[config.mk]
export PLATFORM = sky130hd
export DESIGN_NAME = hazard_stall_unit
export DESIGN_NICKNAME = d
export VERILOG_FILES = /design/src/rtl/hazard_pkg.sv /design/src/rtl/sad_wait_counter.sv /design/src/rtl/hazard_stall_unit.sv
export SDC_FILE = /design/constraint.sdc
export NUM_CORES = 1
export LEC_CHECK = 0
export ABC_AREA = 1
export CORE_MARGIN = 2
export CORE_UTILIZATION = 40
export DETAILED_ROUTE_END_ITERATION = 7
export DONT_BUFFER_PORTS = 1
export PLACE_DENSITY = 0.66
export SLEW_MARGIN = 10
export SYNTH_ARGS = -nofsm -noshare
export SYNTH_HDL_FRONTEND = slang
export SYNTH_HIERARCHICAL = 1
export SYNTH_SLANG_ARGS = --single-unit
export TNS_END_PERCENT = 1
[constraint.sdc]
create_clock -name clk -period 1.43 [get_ports clk]
set_clock_uncertainty 0.2 [all_clocks]
set_input_delay 0.286 -clock clk [delete_from_list [all_inputs] [get_ports clk]]
set_output_delay 0.286 -clock clk [all_outputs]
set_load 0.05 [all_outputs]
[src/rtl/hazard_pkg.sv]
`default_nettype none
// ============================================================================
//  Module   : hazard_pkg
//  Purpose  : Shared definitions for the ID-stage hazard/stall unit: FSM state
//             encoding, default register-index width, zero-register constant
//             and the SAD wait counter width.
//  Ports    : none (package)
//  Revision : 1.0 - initial release
// ============================================================================
package hazard_pkg;

  localparam int REG_W_DEFAULT = 5;

  // Register index that is hard-wired to zero and never creates a hazard.
  localparam int ZERO_REG = 0;

  // Wide enough for SAD_LATENCY-1 up to 14 without wrapping.
  localparam int CNT_W = 4;

  typedef enum logic [0:0] {
    IDLE     = 1'b0,
    SAD_WAIT = 1'b1
  } hsu_state_e;

endpackage : hazard_pkg
`default_nettype wire

[src/rtl/sad_wait_counter.sv]
`default_nettype none
// ============================================================================
//  Module   : sad_wait_counter
//  Purpose  : Loadable down-counter timing the SAD_WAIT hold. Counts down to
//             zero and stops there; done flags the final wait cycle.
//  Ports    : clk, rst (async, active-high)
//             load       - load value this edge (has priority over counting)
//             load_value - value to load
//             value      - current count
//             done       - count == 1 (last hold cycle)
//  Revision : 1.0 - initial release
// ============================================================================
module sad_wait_counter
  import hazard_pkg::*;
#(
  parameter int CNT_WIDTH = CNT_W
) (
  input  logic                 clk,
  input  logic                 rst,
  input  logic                 load,
  input  logic [CNT_WIDTH-1:0] load_value,
  output logic [CNT_WIDTH-1:0] value,
  output logic                 done
);

  always_ff @(posedge clk or posedge rst) begin
    if (rst) begin
      value <= '0;
    end else if (load) begin
      value <= load_value;
    end else if (value != '0) begin
      value <= value - 1'b1;
    end
  end

  assign done = (value == CNT_WIDTH'(1));

endmodule : sad_wait_counter
`default_nettype wire

[src/rtl/hazard_stall_unit.sv]
`default_nettype none
// ============================================================================
//  Module   : hazard_stall_unit
//  Purpose  : ID-stage hazard unit. Detects load-use hazards combinationally
//             and holds the pipeline for SAD_LATENCY-1 cycles after a
//             SAD-class op issues into EX. Drives the control-bubble stall,
//             PC / IF-ID enables and the IF-ID flush.
//  Ports    : clk, rst (async, active-high)
//             id_rs, id_rt, id_uses_rt, id_sad_op   - ID instruction info
//             idex_mem_read, idex_rt                - load in EX
//             branch_taken                          - redirect from EX
//             stall, pc_write, ifid_write, ifid_flush, busy
//             stall_cycles (only with HAZARD_STALL_STATS_EN defined)
//  Options  : HAZARD_STALL_STATS_EN - adds saturating 32-bit stall counter
//  Revision : 1.0 - initial release
// ============================================================================
module hazard_stall_unit
  import hazard_pkg::*;
#(
  parameter int SAD_LATENCY = 4,
  parameter int REG_W       = REG_W_DEFAULT
) (
  input  logic             clk,
  input  logic             rst,
  input  logic [REG_W-1:0] id_rs,
  input  logic [REG_W-1:0] id_rt,
  input  logic             id_uses_rt,
  input  logic             id_sad_op,
  input  logic             idex_mem_read,
  input  logic [REG_W-1:0] idex_rt,
  input  logic             branch_taken,
  output logic             stall,
  output logic             pc_write,
  output logic             ifid_write,
  output logic             ifid_flush,
  output logic             busy
`ifdef HAZARD_STALL_STATS_EN
  ,
  output logic [31:0]      stall_cycles
`endif
);

  localparam bit             SAD_MULTI = (SAD_LATENCY > 1);
  localparam logic [CNT_W-1:0] LOAD_VAL = CNT_W'(SAD_LATENCY - 1);

  hsu_state_e       state;
  hsu_state_e       state_next;
  logic             load_hazard;
  logic             stall_fsm;
  logic             busy_fsm;
  logic             cnt_load;
  logic             cnt_done;
  logic [CNT_W-1:0] cnt_value;

  assign load_hazard = idex_mem_read
                     & (idex_rt != REG_W'(ZERO_REG))
                     & ((idex_rt == id_rs) | (id_uses_rt & (idex_rt == id_rt)));

  always_ff @(posedge clk or posedge rst) begin
    if (rst) begin
      state <= IDLE;
    end else begin
      state <= state_next;
    end
  end

  always_comb begin
    state_next = state;
    stall_fsm  = 1'b0;
    busy_fsm   = 1'b0;
    cnt_load   = 1'b0;
    case (state)
      IDLE: begin
        // A taken branch squashes the ID instruction, so neither its hazard
        // nor its SAD issue matters this cycle.
        stall_fsm = load_hazard & ~branch_taken;
        if (id_sad_op & ~stall_fsm & ~branch_taken & SAD_MULTI) begin
          state_next = SAD_WAIT;
          cnt_load   = 1'b1;
        end
      end
      SAD_WAIT: begin
        stall_fsm = 1'b1;
        busy_fsm  = 1'b1;
        if (cnt_done) begin
          state_next = IDLE;
        end
      end
      default: begin
        state_next = IDLE;
      end
    endcase
  end

  sad_wait_counter #(
    .CNT_WIDTH (CNT_W)
  ) u_sad_wait_counter (
    .clk        (clk),
    .rst        (rst),
    .load       (cnt_load),
    .load_value (LOAD_VAL),
    .value      (cnt_value),
    .done       (cnt_done)
  );

  // Outputs are gated by rst so the pipeline runs freely while in reset,
  // independent of whatever the hazard inputs happen to be.
  assign stall      = stall_fsm & ~rst;
  assign busy       = busy_fsm & ~rst;
  assign pc_write   = ~stall;
  assign ifid_write = ~stall;
  assign ifid_flush = branch_taken & ~rst;

`ifdef HAZARD_STALL_STATS_EN
  always_ff @(posedge clk or posedge rst) begin
    if (rst) begin
      stall_cycles <= '0;
    end else if (stall && (stall_cycles != 32'hFFFF_FFFF)) begin
      stall_cycles <= stall_cycles + 32'd1;
    end
  end
`endif

endmodule : hazard_stall_unit
`default_nettype wire

# Word-level counts from Yosys, hierarchy flattened
# Index checks and enable logic that the tools add are counted.
# classes
n_bitwise	15
eq_ne	3
n_reduce_logical	3
mux	8
add_sub_neg	1
# ops
op	count
5-bit == test	2
1-bit bitwise AND	9
4-bit two-way mux	2
1-bit inverter	5
5-bit nonzero test	1
4-bit by 1-bit == test with 1-bit output, second input constant	1
1-bit two-way mux	4
1-bit one-hot mux with 2 select lines	2
4-bit nonzero test	1
4-bit by 1-bit subtractor with 4-bit output, second input constant	1
2-bit nonzero test	1
1-bit bitwise OR	1
# totals
regBits	5
input_bits	21
output_inout_bits	5

# Logic depth before layout (Yosys ltp)
# Gate-level depths: netlist of run 1.
# depth
word_depth	11
mapped_depth	14

# Hierarchy
# Netlist of run 1, hierarchy kept.
# modules_own_cells
mod	seq_area_each_um2	area_per_inst_um2	cells_per_inst	instances
hazard_stall_unit	25.0	317.8	72	1
sad_wait_counter	100.1	277.8	37	1

# Worst setup path before layout of run 1
# No wires, ideal clock.
# synth_path
path_kind	input to output
from	input port idex_rt[0]
to	output port pc_write
path_buffers	1
cell_stages	10
t_arrival_ps	1200
setup_slack_ps	-256
cell_sequence	inv_2 > nand2_1 > nand2_1 > nor2_2 > nand3_1 > nand2_1 > nand2_1 > nand2_1 > nand2_2 > buf_4
# synth_between
elab_chain_len	8
word_cells_on_any_way	11
classes_between	eq/ne (2); mux (1); bitwise (7); reduce/logical (1)
# synth_lines
element	line	text
start: declaration	hazard_stall_unit.sv:30	input logic [REG_W-1:0] idex_rt,
5-bit == test	hazard_stall_unit.sv:57	& ((idex_rt == id_rs) | (id_uses_rt & (idex_rt == id_rt)));
1-bit bitwise AND	hazard_stall_unit.sv:57	
1-bit bitwise OR	hazard_stall_unit.sv:57	
1-bit bitwise AND (*)	hazard_stall_unit.sv:57	
1-bit bitwise AND (*)	hazard_stall_unit.sv:76	stall_fsm = load_hazard & ~branch_taken;
1-bit one-hot mux with 2 select lines (*)	hazard_stall_unit.sv:72	case (state)
1-bit bitwise AND (*)	hazard_stall_unit.sv:108	assign stall = stall_fsm & ~rst;
1-bit inverter (*)	--	
end: declaration	hazard_stall_unit.sv:33	output logic pc_write,
# Mark *: on every way between the ends. The rest lies on a longest branch, timed or not.

# Worst setup path in the final report of run 1
# layout_path
from	input port idex_rt[2]
to	output port pc_write
# Same word-level chain as after synthesis.

==> summary.txt, run 1 <==
Outcome
  – Status: finished with violations
  – Violations in the final reports: negative setup slack

Power
  – Pwr dens: 1410 nW/um^2
  – Comb pwr share: around 62%
  – Sequential share of power: 24.2%
  – Lkg Pwr: approximately 0.48 nW
  – Sw frac: around 48%
  – Tot Pwr: 1.20 mW
  – Maximum vdd drop: 0.000824 V
  – Pint: approximately 0.62 mW
  – Sw power: 0.577 mW
  – Clock Power Share: a little over an eighth

Critical path
  – Worst R2R Path Depth: 5
  – Most frequent CP cell: nand2_1
  – Arr. time, crit path: 1030 ps
  – WP buf/inv: 2
  – CP Max Fanout: 4
  – Worst r2r dst: state
  – Crit-path slowest cell: buf_12
  – Worst Setup Path Type: in -> out
  – WP data required: 940 ps
  – Critical Path Source Type: input port
  – Crit. End Element: primary output
  – Crit-path cells: inv_6 > nand2_1 > nand2_1 > nor2_1 > nand3_1 > nand2_1 > nand2_2 > nand2_4 > nand2_8 > buf_12
  – Reg2reg start: u_sad_wait_counter/value[1]
  – CP delay by family, top: simple AND/OR/NAND/NOR gates
  – Register-to-Register Setup Slack: 80 ps
  – CP peak stage delay: 160 ps
  – Levels on crit path: 10

Placed design
  – I/O Buffers: 0
  – Gp weighted congestion: 0.784
  – Post-DP HPWL: 1010 um

Finish
  – Commonest non-fill, non-tap cell in the layout: nand2_1
  – ANT cells: 0
  – Area growth, synth to finish: 42.9%
  – Multi-input combinational cell area: about 460 sq um
  – Layout net count: around 150
  – Most frequent cells in the layout: nand2_1, nand2_2, inv_1
  – Register Area: 125 sq um
  – Share of layout cells above drive strength 1: between 40% and 50%
  – Filler cells: 127

Clocking
  – Clock Latency Late Sink: 240 ps
  – Clock sink count: 5
  – CTS buffer count: 3
  – H-tree depth: 1
  – CTS tree: done
  – Root buf cell: clkbuf_4
  – Clock transition at the registers of the reported paths: 40 ps
  – # Post-CTS Setup Buffers: 0
  – Clock Path Buffers: 2

STA
  – Fin. max-slew vios: 0
  – Fmax: around 0.66 GHz
  – Setup TNS: -218 ps
  – Final worst-path cycle share: 106%
  – Final Setup Violations: 3
  – RSZ-0062 raised after global routing: true
  – Setup WS post-layout: -84.3 ps
  – Fin crit period: 1510 ps
  – Final Hold Fails: 0

Synth
  – Synthesized area: slightly below 600 sq um
  – Register bit total from synthesis: 5
  – Synth Instances: 109
  – Sequential area share after synthesis: 21.0%
  – Synth unique cells: 18
  – Avg Inst Size Synth: approximately 5.5 sq um
  – Yosys warnings: 6

Worst hold path
  – Tightest Hold Check Type: in -> async

Global route
  – Largest net degree at the start of global routing: 8
  – Global-route wire length before repair: ~2200 um
  – Overflow left after global routing: 0
  – GRT Overall Usage: 16.1%
  – Antenna violations before repair: 0
  – Vias in the first global route: 628

Floorplan
  – Die Span X: 42.6 um
  – Die area: between 1500 and 2000 sq um
  – Top Ports: 26
  – Die Span Y: 42.6 um
  – Core area: roughly 1400 sq um
  – Initial Util: around 44%
  – # rows: 13

Job
  – Maxcap violations: 0

Detailed routing
  – WL/cell: 9.70 um
  – Routed Wire Length: 1320 um
  – Iteration-0 DRC Markers: 5
  – DR pass1 iterations: 4
  – Via count: 628
  – Vias per inst: 4.62
  – Post-route DRC: 0
  – Post-DRT Antenna Nets: 0
## power groups by stage
stage / registers [mW] / clock network [mW] / logic (mW)
after global routing: 0.297 / 0.174 / 0.838
after floorplan: 0.263 / 0 / 0.586
after detailed placement: 0.283 / 0 / 0.695
final: 0.290 / 0.160 / 0.746
after global placement: 0.279 / 0 / 0.691
after CTS: 0.284 / 0.168 / 0.704
## sequential cells by signal (all words and copies together), names as in the netlist
| signal | flops |
|---|---|
| state | 1 |
| u_sad_wait_counter/value | 4 |
## repair_timing
item / 4_1_cts / 5_1_grt
endpoints found under the hold margin: 5 / 0
setup endpoints to repair: 4 / 8
resized for setup: 12 / 42
pin swaps: 14 / 18
hold buffers: 2 / 0
## Yosys cell counts, drive strengths merged
cell type	instances	area (sq um)
conb	2	7.51
inv	26	97.6
nand4	1	6.26
ha	3	37.5
xnor2	2	17.5
nor3b	1	7.51
buf	1	7.51
dfrtp	5	125
nand2	45	174
or2	1	6.26
nand3	6	35.0
nor2	11	48.8
o21ai	5	25.0
## how the worst max path moves through the flow
stage,from,endpoint,slack [ps]
2_1_floorplan,id_rt[3],pc_write,-120
5_1_grt,idex_rt[4],pc_write,-180
4_1_cts,id_rs[1],pc_write,-130
3_3_place_gp,idex_rt[0],pc_write,-140
3_5_place_dp,idex_rt[2],u_sad_wait_counter/value[0],-140
6_report,idex_rt[2],pc_write,-80
## through the flow
stage | setup slack (ps) | instances | utilization [%] | area (sq um) | hold slack (ps)
2_1_floorplan | -119 | 111 | - | 629 | -148
3_3_place_gp | -145 | 130 | 50.6 | 683 | -134
3_5_place_dp | -143 | 130 | 50.6 | 683 | -132
4_1_cts | -134 | 136 | 55.7 | 752 | 150
5_1_grt | -178 | 136 | 63.0 | 851 | 186
6_report | -84.3 | 136 | 63.0 | 851 | 161
## per-layer routing
metal | GRT usage (%) | share of wire [%] | up-vias | routed length, um
li1 | - | - | 336 | -
met1 | 16.8 | 38 | 276 | 506
met2 | 29.5 | 57 | 16 | 749
met3 | 1.72 | 4.8 | 0 | 63
met4 | 11.3 | 0 | 0 | 0
met5 | 0 | 0 | - | 0
## layout make-up
| type | count | share of cell area, % |
|---|---|---|
| Inverter | 26 | 17.6 |
| Timing Repair Buffer | 7 | 8.68 |
| Tap cell | 15 | 2.21 |
| Multi-Input combinational cell | 79 | 53.7 |
| Clock buffer | 4 | 3.09 |
| Sequential cell | 5 | 14.7 |
## cell families after synthesis
group	Yosys count	synth area share [%]
AOI/OAI and AO/OA	5	4.20
xor gates and xnor gates	2	2.94
adders and majority gates	3	6.30
buffers and inverters	27	17.6
DFF	5	21.0
other	2	1.26
and+or+nand+nor	65	46.6
No activity file was read; power rests on OpenSTA's default activity.
==> run 2, diff against run 1 <==
Settings changed: CORE_UTILIZATION 40 to 45, PLACE_DENSITY 0.66 to 0.72.
==> run 2 against run 1 <==
Compared with the run above:
- global-route usage down 0.73 points
- critical path type unchanged
- cell area grew 2.5%
- the flow still finishes with violations (negative setup slack)
- largest power group unchanged
- core utilization grew 5.7 points
- clock-buffer cell count unchanged
==> summary.txt, run 2 (same netlist as run 1, synthesis figures left out) <==
Finish
  – Register Area: 125 sq um (unchanged)
  – Commonest non-fill, non-tap cell in the layout: nand2_1
  – Layout net count: 147 (+0.68%)
  – Multi-input combinational cell area: 452 sq um (-1.1%)
  – Share of layout cells above drive strength 1: 41.8% (+1.3 points)
  – Most frequent cells in the layout: nand2_1, nand2_2, inv_1
  – Filler cells: 112 (-12%)
  – Largest register by flop count: u_sad_wait_counter/value
  – Max reg flops: 4 (unchanged)
  – ANT cells: 0 (unchanged)
  – Finished Layout Cells: 137 (+0.74%)
  – Top flop regs: u_sad_wait_counter/value x4, state x1
  – Area growth, synth to finish: 46.4%

Detailed routing
  – Vias per inst: 4.61 (about the same)
  – Post-route DRC: 0 (unchanged)
  – Iteration-0 DRC Markers: 19 (+14)
  – Via count: 632 (+0.64%)
  – DR pass1 iterations: 6 (+2)
  – Post-DRT Antenna Nets: 0 (unchanged)
  – Routed Wire Length: 1340 um (+1.7%)
  – WL/cell: 9.80 um (+1.0%)

Floorplan
  – Core area: 1270 sq um (-6.0%)
  – Top Ports: 26 (unchanged)
  – Die area: 1630 sq um (-10%)
  – Initial Util: 46.9% (+2.8 points)
  – Die Span Y: 40.4 um (-5.2%)
  – Die Span X: 40.4 um (-5.2%)
  – # rows: 13 (unchanged)

Critical path
  – CP Max Fanout: 4 (unchanged)
  – CP peak stage delay: 150 ps (about the same)
  – WP data required: 940 ps (about the same)
  – Worst Setup Path Type: in -> out
  – Crit-path slowest cell: buf_12
  – Critical Path Source Type: input port
  – Worst R2R Path Depth: 5 (unchanged)
  – Crit-path cells: clkinv_16 > nand2_4 > nand2_2 > nor2_2 > nand3_1 > nand2_1 > nand2_2 > nand2_4 > nand2_8 > buf_12
  – Arr. time, crit path: 1070 ps (+40 ps)
  – Crit. End Element: primary output

Clocking
  – Clock transition at the registers of the reported paths: 40 ps (about the same)
  – Clock sink count: 5 (unchanged)
  – # Post-CTS Setup Buffers: 0 (unchanged)
  – H-tree depth: 1 (unchanged)
  – Root buf cell: clkbuf_4
  – Clock Latency Late Sink: 230 ps (about the same)
  – CTS tree: done
  – Clock Path Buffers: 2 (unchanged)
  – CTS buffer count: 3 (unchanged)

Global route
  – Overflow left after global routing: 0 (unchanged)
  – Antenna violations before repair: 0 (unchanged)
  – Largest net degree at the start of global routing: 8 (unchanged)
  – Vias in the first global route: 499 (-21%)
  – Global-route wire length before repair: 1790 um (-19%)
  – GRT Overall Usage: 15.4% (-0.73 points)

Outcome
  – Violations in the final reports: negative setup slack
  – Status: finished with violations

STA
  – Final Hold Fails: 0 (unchanged)
  – RSZ-0062 raised after global routing: true
  – Final worst-path cycle share: 109% (+2.7 points)
  – Fin. max-slew vios: 0 (unchanged)
  – Fmax: 0.644 GHz (-2.5%)
  – Fin crit period: 1550 ps (+38.4 ps)
  – Setup WS post-layout: -123 ps (-38.4 ps)
  – Final Setup Violations: 3 (unchanged)
  – Setup TNS: -352 ps (-134 ps)

Power
  – Sw frac: 47.6% (-0.64 points)
  – Maximum vdd drop: 0.000944 V (+15%)
  – Comb pwr share: 63.9% (+1.5 points)
  – Sequential share of power: 23.3% (-0.9 points)
  – Pint: 0.640 mW (+3.5%)
  – Pwr dens: 1400 nW/um^2 (-0.29%)
  – Clock Power Share: 12.8% (-0.6 points)
  – Lkg Pwr: 0.488 nW (+1.3%)
  – Sw power: 0.582 mW (+0.84%)

Placed design
  – Dpl cells: 131 (+0.77%)
  – Gp weighted congestion: 0.766 (-2.3%)
  – Post-DP HPWL: 956 um (-5.1%)
  – I/O Buffers: 0 (unchanged)

Job
  – Maxcap violations: 0 (unchanged)

Worst hold path
  – Tightest Hold Check Type: in -> async
[run 2: cell count changes in the layout (fill, tap and decap cells not counted)]
cell,delta
inv_2,+2
clkinv_16,+1
nand2_4,-1
nand2_2,+1
inv_8,-3
buf_12,+1
inv_1,-1
inv_4,+1
[run 2: worst max-delay path, delay by kind of cell]
kind                   cells  cell delay, ps
buffers and inverters      2             180
AND/OR/NAND/NOR            8             580
[run 2: layout make-up]
class                   count  share of cell area, %
multi-input cells          79                   51.8
inverters                  26                   17.9
flip-flops and latches      5                   14.3
repair buffers              8                   10.8
clock buffers               4                   3.01
well taps                  15                   2.15
[run 2: power by group through the flow]
| stage | Clock, mW | Combinational [mW] | Sequential (mW) |
|---|---|---|---|
| floorplan | 0 | 0.586 | 0.263 |
| global placement | 0 | 0.717 | 0.280 |
| detailed placement | 0 | 0.735 | 0.280 |
| CTS | 0.158 | 0.741 | 0.279 |
| global route | 0.169 | 0.874 | 0.294 |
| finish | 0.156 | 0.781 | 0.285 |
[run 2: final timing paths]
| path | endpoint | from | slack (ps) |
|---|---|---|---|
| setup reg to reg | state | u_sad_wait_counter/value[1] | 60 |
| max in group asynchronous | u_sad_wait_counter/value[3] | rst | 670 |
| hold reg to reg | u_sad_wait_counter/value[0] | u_sad_wait_counter/value[0] | 410 |
| hold / removal | u_sad_wait_counter/value[1] | rst | 190 |
| setup / recovery | pc_write | idex_rt[2] | -120 |
| min in group clk | state | id_sad_op | 250 |
[run 2: per-layer routing]
layer | vias up | GRT usage, % | part of all wire, %
met5 | - | 0 | 0
met4 | 0 | 0 | 0
met3 | 0 | 0 | 4.4
met2 | 17 | 32.9 | 60
met1 | 279 | 17.3 | 36
li1 | 336 | - | -
[run 2: through the flow]
step	instance area (sq um)	setup WS, ps	total power, mW	hold slack (ps)	util, %
2_1_floorplan	629	-119	0.849	-148	-
3_3_place_gp	703	-136	0.997	-137	55.4
3_5_place_dp	703	-156	1.02	-133	55.4
4_1_cts	767	-120	1.18	172	60.5
5_1_grt	872	-212	1.34	197	68.7
6_report	872	-123	1.22	189	68.7
[run 2: timing repair]
action,CTS,global route
hold buffers,2,0
resized for setup,9,41
endpoints found under the hold margin,5,0
pin swaps,11,25
endpoints found under the setup margin,3,9
